$ cat src/rtl/ip_addr_checksum_rewrite.sv
// ip_addr_checksum_rewrite
//   Overwrites the low 16 bits of the IPv4 destination address (bytes 32-33,
//   beat 1 TDATA[255:240]) with a programmed value. The header checksum
//   (beat 0 TDATA[63:48]) is patched incrementally as ~(~HC + ~m + m').
//   The checksum travels ahead of the address, so beat 0 is parked in a hold
//   register until beat 1 arrives. This costs one bubble per packet.
//
// Ports
//   AXI_ACLK, AXI_RESETN      clock, async active-low reset
//   S_AXIS_*                  input stream (TDATA/TSTRB/TUSER/TVALID/TREADY/TLAST)
//   M_AXIS_*                  output stream, registered
//   rewrite_en                enable; sampled when beat 0 is accepted
//   new_low_ip_addr           replacement bytes 32-33; sampled with beat 0
//   rewrite_count             packets rewritten (wrapping)
//
// Only 256-bit data is supported. Slave and master widths must match.
module ip_addr_checksum_rewrite #(
  parameter int C_M_AXIS_DATA_WIDTH  = 256,
  parameter int C_S_AXIS_DATA_WIDTH  = 256,
  parameter int C_M_AXIS_TUSER_WIDTH = 128,
  parameter int C_S_AXIS_TUSER_WIDTH = 128
) (
  input  logic                              AXI_ACLK,
  input  logic                              AXI_RESETN,
  input  logic [C_S_AXIS_DATA_WIDTH-1:0]    S_AXIS_TDATA,
  input  logic [C_S_AXIS_DATA_WIDTH/8-1:0]  S_AXIS_TSTRB,
  input  logic [C_S_AXIS_TUSER_WIDTH-1:0]   S_AXIS_TUSER,
  input  logic                              S_AXIS_TVALID,
  output logic                              S_AXIS_TREADY,
  input  logic                              S_AXIS_TLAST,
  output logic [C_M_AXIS_DATA_WIDTH-1:0]    M_AXIS_TDATA,
  output logic [C_M_AXIS_DATA_WIDTH/8-1:0]  M_AXIS_TSTRB,
  output logic [C_M_AXIS_TUSER_WIDTH-1:0]   M_AXIS_TUSER,
  output logic                              M_AXIS_TVALID,
  input  logic                              M_AXIS_TREADY,
  output logic                              M_AXIS_TLAST,
  input  logic                              rewrite_en,
  input  logic [15:0]                       new_low_ip_addr,
  output logic [31:0]                       rewrite_count
);

  localparam int DW = C_M_AXIS_DATA_WIDTH;
  localparam int UW = C_M_AXIS_TUSER_WIDTH;

  typedef struct packed {
    logic [DW-1:0]   data;
    logic [DW/8-1:0] strb;
    logic [UW-1:0]   user;
    logic            last;
  } beat_t;

  typedef enum logic [1:0] {S_HDR0, S_HDR1, S_FLUSH, S_BODY} state_t;

  state_t      state, state_nxt;
  beat_t       or_q, or_nxt, h_q, h_nxt, s_beat;
  logic        or_vld, or_load, or_push;
  logic        h_ld, lat, cnt_inc, s_rdy, s_acc;
  logic        en_q, qual_q;
  logic [15:0] mnew_q;

  assign s_beat  = '{data: S_AXIS_TDATA, strb: S_AXIS_TSTRB,
                     user: S_AXIS_TUSER, last: S_AXIS_TLAST};
  assign or_load = !or_vld || M_AXIS_TREADY;
  assign s_acc   = S_AXIS_TVALID && s_rdy;

  // Incremental checksum patch (RFC 1624 eqn. 3). Three 16-bit terms fit
  // in 18 bits. After the first end-around fold the value is at most
  // 0x10001, so a second fold cannot carry again.
  logic [15:0] m_old, hc, hc_new, fold2;
  logic [17:0] csum_sum;
  logic [16:0] fold1;
  logic        do_rw, chg;

  assign m_old    = S_AXIS_TDATA[255:240];
  assign hc       = h_q.data[63:48];
  assign csum_sum = {2'b00, ~hc} + {2'b00, ~m_old} + {2'b00, mnew_q};
  assign fold1    = {1'b0, csum_sum[15:0]} + {15'b0, csum_sum[17:16]};
  assign fold2    = fold1[15:0] + {15'b0, fold1[16]};
  assign hc_new   = ~fold2;
  assign do_rw    = en_q && qual_q && (S_AXIS_TSTRB[31:30] == 2'b11);
  assign chg      = do_rw && (mnew_q != m_old);

  always_comb begin
    state_nxt = state;
    s_rdy     = 1'b0;
    or_push   = 1'b0;
    or_nxt    = h_q;
    h_ld      = 1'b0;
    h_nxt     = s_beat;
    lat       = 1'b0;
    cnt_inc   = 1'b0;
    case (state)
      S_HDR0: begin
        s_rdy = or_load;
        if (s_acc) begin
          if (S_AXIS_TLAST) begin
            // Single-beat packet: no address bytes to patch.
            or_push = 1'b1;
            or_nxt  = s_beat;
          end else begin
            h_ld      = 1'b1;
            lat       = 1'b1;
            state_nxt = S_HDR1;
          end
        end
      end
      S_HDR1: begin
        s_rdy = or_load;
        if (s_acc) begin
          or_push = 1'b1;
          h_ld    = 1'b1;
          if (chg) begin
            or_nxt.data[63:48]  = hc_new;
            h_nxt.data[255:240] = mnew_q;
          end
          // A matching value still counts as rewritten.
          cnt_inc   = do_rw;
          state_nxt = S_FLUSH;
        end
      end
      S_FLUSH: begin
        if (or_load) begin
          or_push   = 1'b1;
          state_nxt = h_q.last ? S_HDR0 : S_BODY;
        end
      end
      S_BODY: begin
        s_rdy = or_load;
        if (s_acc) begin
          or_push = 1'b1;
          or_nxt  = s_beat;
          if (S_AXIS_TLAST) state_nxt = S_HDR0;
        end
      end
      default: state_nxt = S_HDR0;
    endcase
  end

  always_ff @(posedge AXI_ACLK or negedge AXI_RESETN) begin
    if (!AXI_RESETN) begin
      state         <= S_HDR0;
      or_vld        <= 1'b0;
      or_q          <= '0;
      h_q           <= '0;
      en_q          <= 1'b0;
      qual_q        <= 1'b0;
      mnew_q        <= '0;
      rewrite_count <= '0;
    end else begin
      state <= state_nxt;
      if (or_load) or_vld <= or_push;
      if (or_push) or_q <= or_nxt;
      if (h_ld)    h_q  <= h_nxt;
      if (lat) begin
        en_q   <= rewrite_en;
        mnew_q <= new_low_ip_addr;
        qual_q <= (S_AXIS_TDATA[159:144] == 16'h0800) &&
                  (S_AXIS_TDATA[143:136] == 8'h45);
      end
      if (cnt_inc) rewrite_count <= rewrite_count + 32'd1;
    end
  end

  assign S_AXIS_TREADY = s_rdy;
  assign M_AXIS_TVALID = or_vld;
  assign M_AXIS_TDATA  = or_q.data;
  assign M_AXIS_TSTRB  = or_q.strb;
  assign M_AXIS_TUSER  = or_q.user;
  assign M_AXIS_TLAST  = or_q.last;

endmodule

$ cat config.mk
export PLATFORM = sky130hd
export DESIGN_NAME = ip_addr_checksum_rewrite
export DESIGN_NICKNAME = d
export VERILOG_FILES = /design/src/rtl/ip_addr_checksum_rewrite.sv
export SDC_FILE = /design/constraint.sdc
export NUM_CORES = 2
export LEC_CHECK = 0
export BUFFER_PORTS_ARGS = -buffer_cell sky130_fd_sc_hd__buf_4
export CAP_MARGIN = 20
export CORE_AREA = 2 2 348 350
export CTS_CLUSTER_DIAMETER = 60
export CTS_CLUSTER_SIZE = 24
export DETAILED_ROUTE_END_ITERATION = 7
export DIE_AREA = 0 0 350 352
export GPL_TIMING_DRIVEN = 0
export HOLD_SLACK_MARGIN = 0.02
export MAX_ROUTING_LAYER = met4
export PLACE_DENSITY_LB_ADDON = 0.05
export SLEW_MARGIN = 15
export SYNTH_ARGS = -nofsm -noshare
export SYNTH_HDL_FRONTEND = slang
export SYNTH_SLANG_ARGS = --single-unit
$ cat constraint.sdc
create_clock -name AXI_ACLK -period 6 [get_ports AXI_ACLK]
set_input_delay 1.2 -clock AXI_ACLK [delete_from_list [all_inputs] [get_ports AXI_ACLK]]
set_output_delay 1.2 -clock AXI_ACLK [all_outputs]
set_load 0.05 [all_outputs]
==> results.md <==
- Asr flop ratio synth: 100.0%
- Run status: complete, but fails checks
- Slowest CP cell: or4b_1
- RSZ-0062 raised after global routing: true
- Fillcell total: 11650
- Remaining antenna violation count: 0
- Total CTS buffers: 103
- CP startpoint kind: input port
- Initial antenna violation count: 46
- Cell area after synthesis: 38520 µm²
- Placed cell area: 47480 µm²
- Failing checks: negative setup slack
- CTS tree: done
- Clock sink count: 887
- IO Port Bufs: 887
- Design area: 51930 µm²
- CTS Buffer Depth: 3
- Avg Inst Size Synth: 11.47 µm²
- Top Family by Delay on Critical Path: simple AND/OR/NAND/NOR gates
- Arr. time, crit path: 6680 ps
- # DRC: 0
- Distinct cells, synth: 93
- Final wirelength: 149200 µm
- Min-Delay Path Class: in2async
- Period utilization: 101.7%
- Vias/cell: 4.978
- Iter 0 DRT Violations: 1605
- Tightest Pin Transition: 1054 ps
- Fin. max-slew vios: 0
- Syn nets: 3840
- Initial core utilization: 32.28%
- Routed vias: 30600
- Slew headroom: 29.72%
- Seq cells post-synth: 887
- Clock Skews: 23.62 ps
- Top Ports: 889
- First-pass GRT wire length: 216400 µm
- GRT overflow: 0
- Cell Rows: 127
- Crit path max fanout: 4
- Area occupied by multi-input gates: 15570 µm²
- Die width: 350 µm
- Critical Path End Type: flip-flop
- Min Tclk post-route: 6100 ps
- Largest net degree at the start of global routing: 142
- NumNets Final: 4883
- Post-synth EDFFs: 0
- Worst Setup Path Type: in2reg
- Cells taking the most area after synthesis: dfrtp_1 (58%), mux2_2 (12%), a221oi_1 (9.3%)
- Placed wire-length estimate: 112500 µm
- Die height: 352 µm
- Vias in the first global route: 31540
- Die Area: 123200 µm²
- H-tree Lvls: 3
- Max-cap violations: 0
- # setup viols final: 5
- Post-Syn Instances: 3359
- Clk_lat worst skew: 700 ps
- CTS Root Cell: clkbuf_16
- Max Fclk: 163.9 MHz
- Synth top area share: 57.62%
- Area growth from synthesis to layout: 34.81%
- CTS clk-pin slew, worst paths: 70 ps
- Total core area: 119300 µm²
- DR WL/cell: 24.27 µm
- Global Route Usage Sum: 24.43%
- Post-synth top flop: dfrtp_1
- Buf/Inv on CP: 2
- Final setup margin: -100.1 ps
- Yosys warnings: 0
- FF/Latch Area: 22200 µm²
- Post-synth top area cell: dfrtp_1
- Fraction of layout instances using a drive strength above 1: 36.55%
- Hold Fails Final Rpt: 0
- Initial DRT Pass Iterations: 5
- Sequential fraction of the synthesis area: 57.62%
- Worst EP required: 6580 ps
- Worst path max stage delay: 540 ps
- Final GP Congestion: 0.8422
flip-flops by register name (all words and copies together) (netlist names):
| register | count |
|---|---|
| state | 2 |
| M_AXIS_TUSER | 128 |
| qual_q | 1 |
| M_AXIS_TLAST | 1 |
| M_AXIS_TVALID | 1 |
| M_AXIS_TDATA | 256 |
| M_AXIS_TSTRB | 32 |
| mnew_q | 16 |
| en_q | 1 |
| rewrite_count | 32 |
| h_q | 417 |
worst reg2reg max path: cells and delay by family, from the launching register on:
kind / cells / cell delay (ps)
flops: 1 / 470
fa+ha+maj: 5 / 1530
compound gates: 8 / 1220
simple gates: 13 / 2430
xor+xnor: 1 / 170
buf+inv: 1 / 110
kinds of logic (layout without fill, tap and decap cells):
group | count (synthesis) | count (layout) | share of synthesized area [%]
AOI/OAI and AO/OA | 573 | 573 | 12.24
muxes | 422 | 422 | 12.34
and+or+nand+nor | 1065 | 1065 | 11.39
adders and majority gates | 43 | 43 | 1.747
DFF | 887 | 887 | 57.62
xor gates and xnor gates | 73 | 73 | 1.738
buffers and inverters | 296 | 1430 | 2.920
other | 0 | 43 | 0
metrics by stage:
| step | cells | worst slack, ps | TNS (ps) | util, % | hold slack (ps) |
|---|---|---|---|---|---|
| 2_1_floorplan | 3359 | -473.3 | -1649 | - | 463.1 |
| 3_3_place_gp | 5858 | -7795 | -6785880 | 39.61 | 464.2 |
| 3_5_place_dp | 5866 | -1644 | -18210 | 39.79 | 469.0 |
| 4_1_cts | 6096 | -18.52 | -20.71 | 43.26 | 388.1 |
| 5_1_grt | 6148 | -449.9 | -3202 | 43.52 | 416.7 |
| 6_report | 6148 | -100.1 | -185.1 | 43.52 | 378.3 |
cells in the mapped netlist, types with 25 or more instances:
cell      count
dfrtp_1     887
nor2_1      850
mux2_2      419
a221oi_1    410
clkbuf_1    236
nand2_1      87
xnor2_1      54
inv_1        49
a21oi_1      43
o21ai_0      34
nand3_1      27
ha_1         25
repair_timing:
action	in CTS	in global routing
pin swaps	36	21
hold buffers	0	0
setup buffers	34	9
endpoints found under the setup margin	14	13
gates resized for setup	39	45
worst paths after layout:
check,from,to,slack [ps],cells after the start
worst max-delay path,S_AXIS_TDATA[244],M_AXIS_TDATA[61],-100,29
worst min-delay path,AXI_RESETN,rewrite_count[8],380,1
worst max register to register,h_q[211],M_AXIS_TDATA[61],-50,28
worst min register to register,rewrite_count[31],rewrite_count[31],480,1
max in group asynchronous,AXI_RESETN,M_AXIS_TUSER[56],3730,3
min in group AXI_ACLK,rewrite_count[31],rewrite_count[31],480,1
placed cells by master, fill, tap and decap left out, types with 5 or more instances in the layout:
cell        Yosys  final
clkbuf_8        0      8
bufinv_16       0      8
ha_4            0      9
inv_8           0     10
o21ai_0        34     19
nor2_1        850    846
and2_1          5      5
nand2_1        87     84
fa_1           18     13
clkinvlp_4      0      9
clkbuf_16       0    104
a22oi_1        17     17
dfrtp_1       887    887
buf_6           1      6
fa_2            0      5
clkbuf_1      236    237
xnor2_1        54     52
xor2_1         16     16
buf_4           1    925
diode_2         0     43
buf_1           7      7
o21ai_1         2     13
inv_1          49     44
a31oi_1         5      5
ha_1           25     14
nand3_1        27     24
a21o_1          7      6
nand4_1        17     17
clkinv_8        0     10
inv_6           0     29
nor4_1          7      6
clkinv_2        0      9
clkinv_4        0      7
a221oi_1      410    409
and3_1         12     11
buf_16          0      7
nand2b_1        8      8
a21oi_1        43     38
nor3_1         10      8
mux2_2        419    419
area by class of cell:
cell class | count | area share [%]
clock buffers | 114 | 5.238
multi-input cells | 2176 | 29.98
diodes | 43 | 0.2072
clock inverters | 82 | 1.853
plain buffers | 247 | 1.826
inverters | 49 | 0.3734
repair buffers | 938 | 13.90
well taps | 1612 | 3.884
flip-flops and latches | 887 | 42.74
routing by layer:
layer,wire [µm],global-route usage (%),vias to the layer above
met5,0,-,-
met4,4732,8.586,0
met3,12050,8.486,203
met1,58990,27.71,15270
met2,73440,39.85,849
li1,-,-,14280
Power is left out: the tool's default activity adds up to more than one toggle a clock period on the data nets, which glitch-free logic cannot reach.
